`src/rtl/shift_seq_ctrl_pkg.sv`:
```
// Shared types for the shift-register sequencer.
// Optional pause input is enabled by defining SHIFT_SEQ_CTRL_PAUSE_EN.
package shift_seq_pkg;

    localparam int NUM_REQ = 2;

    typedef enum logic [1:0] {
        ST_IDLE,
        ST_LOAD,
        ST_SHIFT,
        ST_DONE
    } state_t;

endpackage

```
`src/rtl/shift_seq_ctrl_if.sv`:
```
// Requester/shift-register side signals of shift_seq_ctrl.
// SHIFT_SEQ_CTRL_PAUSE_EN adds the pause input.
interface shift_seq_ctrl_if #(
    parameter int WIDTH = 8
);
    import shift_seq_pkg::*;

    logic [NUM_REQ-1:0] req;
    logic [WIDTH-1:0]   req_data0;
    logic [WIDTH-1:0]   req_data1;
    logic               abort;
`ifdef SHIFT_SEQ_CTRL_PAUSE_EN
    logic               pause;
`endif
    logic [NUM_REQ-1:0] gnt;
    logic               load_en;
    logic [WIDTH-1:0]   load_data;
    logic               shift_en;
    logic               busy;
    logic               done;
    logic               done_id;
    logic               aborted;

`ifdef SHIFT_SEQ_CTRL_PAUSE_EN
    modport master (
        output req, req_data0, req_data1, abort, pause,
        input  gnt, load_en, load_data, shift_en, busy, done, done_id, aborted
    );
    modport slave (
        input  req, req_data0, req_data1, abort, pause,
        output gnt, load_en, load_data, shift_en, busy, done, done_id, aborted
    );
`else
    modport master (
        output req, req_data0, req_data1, abort,
        input  gnt, load_en, load_data, shift_en, busy, done, done_id, aborted
    );
    modport slave (
        input  req, req_data0, req_data1, abort,
        output gnt, load_en, load_data, shift_en, busy, done, done_id, aborted
    );
`endif

endinterface

```
`src/rtl/shift_seq_ctrl_rr_arb2.sv`:
```
// Two-way round-robin arbiter; remembers which requester to prefer on a tie.
module rr_arb2
    import shift_seq_pkg::*;
(
    input  logic               clk,
    input  logic               rst,
    input  logic [NUM_REQ-1:0] req,
    input  logic               upd,
    output logic [NUM_REQ-1:0] winner,
    output logic               valid
);

    logic prefer1;

    always_comb begin
        winner = '0;
        case (req)
            2'b01:   winner = 2'b01;
            2'b10:   winner = 2'b10;
            2'b11:   winner = prefer1 ? 2'b10 : 2'b01;
            default: winner = '0;
        endcase
        valid = |req;
    end

    // After a grant to requester 0 prefer 1, and vice versa.
    always_ff @(posedge clk or posedge rst) begin
        if (rst) begin
            prefer1 <= 1'b0;
        end else if (upd && valid) begin
            prefer1 <= winner[0];
        end
    end

endmodule

```
`src/rtl/shift_seq_ctrl.sv`:
```
// Arbitrates two requesters, then issues one load and WIDTH shift strobes per frame.
// Defining SHIFT_SEQ_CTRL_PAUSE_EN enables the pause input (stalls shifting).
module shift_seq_ctrl
    import shift_seq_pkg::*;
#(
    parameter int WIDTH = 8
) (
    input  logic            clk,
    input  logic            rst,
    shift_seq_ctrl_if.slave bus
);

    localparam int CNT_W = $clog2(WIDTH + 1);

    state_t             state;
    state_t             state_nxt;
    logic [CNT_W-1:0]   cnt;
    logic               owner;
    logic               aborted_q;
    logic [NUM_REQ-1:0] gnt_q;
    logic [WIDTH-1:0]   load_data_q;
    logic [NUM_REQ-1:0] arb_winner;
    logic               arb_valid;
    logic               grant;
    logic               pause_i;
    logic               shift_en;
    logic               load_en;
    logic               done;

`ifdef SHIFT_SEQ_CTRL_PAUSE_EN
    assign pause_i = bus.pause;
`else
    assign pause_i = 1'b0;
`endif

    // Pointer moves at the grant edge; it is only consulted in IDLE, so this
    // is indistinguishable from flipping it on leaving LOAD.
    assign grant = (state == ST_IDLE) && arb_valid;

    rr_arb2 u_arb (
        .clk    (clk),
        .rst    (rst),
        .req    (bus.req),
        .upd    (grant),
        .winner (arb_winner),
        .valid  (arb_valid)
    );

    always_ff @(posedge clk or posedge rst) begin
        if (rst) begin
            state <= ST_IDLE;
        end else begin
            state <= state_nxt;
        end
    end

    always_comb begin
        state_nxt = state;
        shift_en  = 1'b0;
        load_en   = 1'b0;
        done      = 1'b0;
        case (state)
            ST_IDLE: begin
                if (arb_valid) state_nxt = ST_LOAD;
            end
            ST_LOAD: begin
                load_en   = 1'b1;
                state_nxt = bus.abort ? ST_DONE : ST_SHIFT;
            end
            ST_SHIFT: begin
                if (bus.abort) begin
                    state_nxt = ST_DONE;
                end else if (!pause_i) begin
                    shift_en = 1'b1;
                    if (cnt == CNT_W'(WIDTH - 1)) state_nxt = ST_DONE;
                end
            end
            ST_DONE: begin
                done      = 1'b1;
                state_nxt = ST_IDLE;
            end
            default: state_nxt = ST_IDLE;
        endcase
    end

    always_ff @(posedge clk or posedge rst) begin
        if (rst) begin
            gnt_q       <= '0;
            load_data_q <= '0;
            owner       <= 1'b0;
            aborted_q   <= 1'b0;
            cnt         <= '0;
        end else begin
            gnt_q <= grant ? arb_winner : '0;
            if (grant) begin
                load_data_q <= arb_winner[1] ? bus.req_data1 : bus.req_data0;
                owner       <= arb_winner[1];
                aborted_q   <= 1'b0;
            end
            if (state == ST_LOAD) begin
                cnt <= '0;
                if (bus.abort) aborted_q <= 1'b1;
            end
            if (state == ST_SHIFT) begin
                if (bus.abort) begin
                    aborted_q <= 1'b1;
                end else if (shift_en) begin
                    cnt <= cnt + CNT_W'(1);
                end
            end
        end
    end

    assign bus.gnt       = gnt_q;
    assign bus.load_en   = load_en;
    assign bus.load_data = load_data_q;
    assign bus.shift_en  = shift_en;
    assign bus.busy      = (state != ST_IDLE);
    assign bus.done      = done;
    assign bus.done_id   = done & owner;
    assign bus.aborted   = done & aborted_q;

endmodule
```
`src/flat_wrapper.sv`:
```
// flat-port wrapper written by rule: the top's interface ports become plain ports
module shift_seq_ctrl_flat import shift_seq_pkg::*;
#(
    parameter int WIDTH = 8
)
  (clk, rst, bus_req, bus_req_data0, bus_req_data1, bus_abort, bus_gnt, bus_load_en, bus_load_data, bus_shift_en, bus_busy, bus_done, bus_done_id, bus_aborted);
  shift_seq_ctrl_if #(.WIDTH(WIDTH)) bus_i ();
  input  logic clk;
  input  logic rst;
  input wire logic [$bits(bus_i.req)-1:0] bus_req;
  input wire logic [$bits(bus_i.req_data0)-1:0] bus_req_data0;
  input wire logic [$bits(bus_i.req_data1)-1:0] bus_req_data1;
  input wire logic [$bits(bus_i.abort)-1:0] bus_abort;
  output wire logic [$bits(bus_i.gnt)-1:0] bus_gnt;
  output wire logic [$bits(bus_i.load_en)-1:0] bus_load_en;
  output wire logic [$bits(bus_i.load_data)-1:0] bus_load_data;
  output wire logic [$bits(bus_i.shift_en)-1:0] bus_shift_en;
  output wire logic [$bits(bus_i.busy)-1:0] bus_busy;
  output wire logic [$bits(bus_i.done)-1:0] bus_done;
  output wire logic [$bits(bus_i.done_id)-1:0] bus_done_id;
  output wire logic [$bits(bus_i.aborted)-1:0] bus_aborted;
  assign bus_i.req = bus_req;
  assign bus_i.req_data0 = bus_req_data0;
  assign bus_i.req_data1 = bus_req_data1;
  assign bus_i.abort = bus_abort;
  assign bus_gnt = bus_i.gnt;
  assign bus_load_en = bus_i.load_en;
  assign bus_load_data = bus_i.load_data;
  assign bus_shift_en = bus_i.shift_en;
  assign bus_busy = bus_i.busy;
  assign bus_done = bus_i.done;
  assign bus_done_id = bus_i.done_id;
  assign bus_aborted = bus_i.aborted;
  shift_seq_ctrl #(.WIDTH(WIDTH)) u_core (.clk(clk), .rst(rst), .bus(bus_i));
endmodule
```
`config.mk`:
```
export PLATFORM = sky130hd
export DESIGN_NAME = shift_seq_ctrl_flat
export DESIGN_NICKNAME = d
export VERILOG_FILES = /design/src/rtl/shift_seq_ctrl_pkg.sv /design/src/rtl/shift_seq_ctrl_if.sv /design/src/rtl/shift_seq_ctrl_rr_arb2.sv /design/src/rtl/shift_seq_ctrl.sv /design/src/flat_wrapper.sv
export SDC_FILE = /design/constraint.sdc
export NUM_CORES = 1
export LEC_CHECK = 0
export BUFFER_PORTS_ARGS = -buffer_cell sky130_fd_sc_hd__buf_2
export CAP_MARGIN = 20
export CORE_MARGIN = 8
export CORE_UTILIZATION = 42
export CTS_BUF_LIST = sky130_fd_sc_hd__clkbuf_8
export CTS_CLUSTER_SIZE = 25
export DETAILED_ROUTE_END_ITERATION = 10
export HOLD_SLACK_MARGIN = 0.06
export PLACE_DENSITY_LB_ADDON = 0.05
export SLEW_MARGIN = 20
export SYNTH_ARGS = -nofsm -noshare
export SYNTH_HDL_FRONTEND = slang
export SYNTH_SLANG_ARGS = --single-unit
```
`constraint.sdc`:
```
create_clock -name clk -period 2.1 [get_ports clk]
set_clock_uncertainty 0.05 [all_clocks]
set_input_delay 0.21 -clock clk [delete_from_list [all_inputs] [get_ports clk]]
set_output_delay 0.21 -clock clk [all_outputs]
set_load 0.005 [all_outputs]
```
==> impl_metrics.env <==
export IMPL_num_vias=863
export IMPL_clock_root_buffer="clkbuf_8"
export IMPL_diodes=0
export IMPL_critPathCaptureType="output pin"
export IMPL_slew_headroom_pct=53.1
export IMPL_p_sw_uw=593
export IMPL_htreeDepth=1
export IMPL_utilization_pct=56.1
export IMPL_synth_edf_count=0
export IMPL_ys_seq_elements=19
export IMPL_die_w_um=65.0
export IMPL_critPathBufInv=2
export IMPL_place_area_um2=1200
export IMPL_start_util_pct=45.2
export IMPL_drive_gt1_share_pct=33.1
export IMPL_path_class="flip-flop to output pin"
export IMPL_grt_overflow=0
export IMPL_switching_share_pct=36.9
export IMPL_tns_ps=0
export IMPL_fillCellCount=213
export IMPL_ir_worst_vdd_mv=0.707
export IMPL_wl_per_cell_um=14.2
export IMPL_dieArea_um2=4230
export IMPL_synth_yosys_seq_area_share_pct=47.1
export IMPL_setup_viol=0
export IMPL_cpPeakStageDelay_ps=420
export IMPL_p_int_mw=1.01
export IMPL_avgSynthCellArea_um2=9.90
export IMPL_cts_num_sinks=19
export IMPL_ys_top_cells_by_area="dfrtp_1, ha_1, a31oi_1, a21oi_1, o21ai_0"
export IMPL_powerDensity_nw_per_um2=1280
export IMPL_cts_setup_buffers=0
export IMPL_cp_arrival_ps=1570
export IMPL_cts_tree="yes"
export IMPL_syn2layout_area_growth_pct=24.2
export IMPL_antenna_found_initial=0
export IMPL_status="complete, no violations"
export IMPL_ant_nets=0
export IMPL_fp_row_count=17
export IMPL_rr_endpoint="u_core.state[1]$_DFFE_PP0P_"
export IMPL_leakage_nw=0.629
export IMPL_fmax_ghz=0.547
export IMPL_gp_congestion=0.806
export IMPL_synth_area_um2=1010
export IMPL_cts_buffers=3
export IMPL_min_period_ps=1830
export IMPL_core_area_um2=2230
export IMPL_clockBufferDepth=2
export IMPL_critPathRequiredTime_ps=1840
export IMPL_fp_dieH_um=65.0
export IMPL_drt_first_pass_iters=4
export IMPL_dp_hpwl_um=1770
export IMPL_grt_pass1_vias=883
export IMPL_final_nets=167
export IMPL_grt_first_pass_wirelength_um=3900
export IMPL_pwr_share_comb_pct=46.4
export IMPL_synth_top_cell_area_share_pct=47.1
export IMPL_grt_usage_pct=11.6
export IMPL_grt_max_degree=20
export IMPL_wirelength_um=2370
export IMPL_power_mw=1.61
export IMPL_clk_pin_slew_ps=70
export IMPL_first_iter_violations=26
export IMPL_vias_per_cell=5.17
export IMPL_portBuffers=36
export IMPL_synth_most_common_cell="dfrtp_1"
export IMPL_critPathMaxFanout=11
export IMPL_rsz0062_at_grt="no"
export IMPL_async_flop_share_pct=100
export IMPL_syn_inst=102
export IMPL_power_frac_seq_pct=38.3
export IMPL_hold_class="input port to flip-flop"
export IMPL_fin_crit_sh_pct=87.1
export IMPL_synth_top_cell_by_area="dfrtp_1"
export IMPL_pwr_share_clk_pct=15.3
export IMPL_endpoint="bus_shift_en"
export IMPL_r2r_setup_slack_ps=380
export IMPL_cp_num_cells=4
export IMPL_ioPinCount=37
export IMPL_synth_top_cells_by_count="dfrtp_1, a21oi_1, nor2_1, o21ai_0, a31oi_1"
export IMPL_critPathLaunchType="flip-flop"
export IMPL_tightest_slew_ps=703
export IMPL_clock_latency_ps=250
export IMPL_synth_ff_type="dfrtp_1"
export IMPL_max_cap_violations=0
export IMPL_rr_startpoint="u_core.state[0]$_DFFE_PP0P_"
export IMPL_critPathTopFamily="flip-flops"
export IMPL_cts_resized_gates=0
export IMPL_startpoint="u_core.state[0]$_DFFE_PP0P_"
export IMPL_synthDistinctLibCells=31
export IMPL_reg2reg_depth=5
export IMPL_design_area_um2=1250
export IMPL_path_cells="inv_1 > ha_1 > nor2b_2 > buf_2"
export IMPL_hold_violations=0
export IMPL_syn_num_nets=129
export IMPL_drc_errors=0
export IMPL_slew_violations=0
export IMPL_critPathSlowestCell="dfrtp_1"
export IMPL_yosys_warnings=0
-- worst reg2reg max path, delay by kind of cell (launching register included) --
family / cells / cell delay (ps)
compound gates: 1 / 130
mux: 1 / 300
simple gates: 1 / 390
flops: 1 / 420
buf+inv: 1 / 140
fa+ha+maj: 1 / 170
-- worst min-delay path by stage --
stage	from	endpoint	slack (ps)	depth (start not counted)
floorplan	rst	u_core.aborted_q$_DFF_PP0_	110	1
global placement	rst	u_core.bus.load_data[4]$_DFFE_PP0P_	310	2
detailed placement	rst	u_core.bus.load_data[7]$_DFFE_PP0P_	320	2
CTS	bus_req_data0[0]	u_core.bus.load_data[0]$_DFFE_PP0P_	150	3
global route	bus_req_data0[4]	u_core.bus.load_data[4]$_DFFE_PP0P_	160	3
finish	bus_req_data0[6]	u_core.bus.load_data[6]$_DFFE_PP0P_	160	3
-- layout make-up --
| class | count | area (µm²) | area share (%) |
|---|---|---|---|
| clock buffers | 3 | 41.3 | 3.29 |
| clock inverters | 1 | 3.75 | 0.299 |
| inverters | 5 | 18.8 | 1.50 |
| multi-input cells | 74 | 489 | 39.0 |
| flip-flops and latches | 19 | 475 | 37.9 |
| well taps | 28 | 35.0 | 2.79 |
| repair buffers | 37 | 190 | 15.2 |
-- routing by layer --
layer / vias to the layer above / GRT usage, % / routed length [µm] / part of all wire, %
met4: 0 / 6.54 / 37 / 1.6
met2: 27 / 19.0 / 1080 / 45
li1: 438 / - / - / -
met5: - / 0 / 0 / 0
met1: 394 / 12.8 / 1100 / 46
met3: 4 / 3.95 / 155 / 6.5
-- repair_timing --
| item | CTS | global route |
|---|---|---|
| endpoints found under the hold margin | 19 | 0 |
| endpoints found under the setup margin | 0 | 0 |
| hold buffers | 1 | 0 |
-- power by group through the flow --
stage / registers, mW / logic [mW] / clock network, mW
after floorplan: 0.617 / 0.502 / 0
after global placement: 0.613 / 0.741 / 0
after detailed placement: 0.622 / 0.753 / 0
after CTS: 0.615 / 0.757 / 0.254
after global routing: 0.638 / 0.845 / 0.271
final: 0.615 / 0.746 / 0.246
-- sequential cells by signal (all words and copies together), names as in the netlist --
signal                cells
u_core.state              2
u_core.u_arb.prefer1      1
u_core.owner              1
u_core.cnt                4
u_core.bus.load_data      8
u_core.bus.gnt            2
u_core.aborted_q          1
-- per-stage QoR --
stage	setup WS, ps	cells	hold slack (ps)
after floorplan	590	102	111
after detailed placement	387	162	316
after global routing	130	167	165
after global placement	455	162	313
after CTS	261	167	152
final	271	167	158
-- placed cells by master, fill, tap and decap left out, types with 2 or more instances in the layout --
master	count
a211oi_1	2
a21oi_1	10
a31oi_1	9
and2_1	2
buf_2	36
clkbuf_8	3
dfrtp_1	19
ha_1	6
inv_1	6
mux2_4	2
nand2_1	5
nand2b_1	2
nor2_1	10
o21ai_0	10
-- cells by family (layout without fill, tap and decap cells) --
kind of cell             after synthesis  count (layout)  share of synthesized area [%]
AO/OA/AOI/OAI                         37              37                           21.9
AND/OR/NAND/NOR                       27              27                           14.0
flip-flops                            19              19                           47.1
buffers and inverters                  9              46                           4.46
adder cells (fa/ha/maj)                6               6                           7.43
multiplexers                           4               4                           5.08
Power figures use the tool's default switching activity.
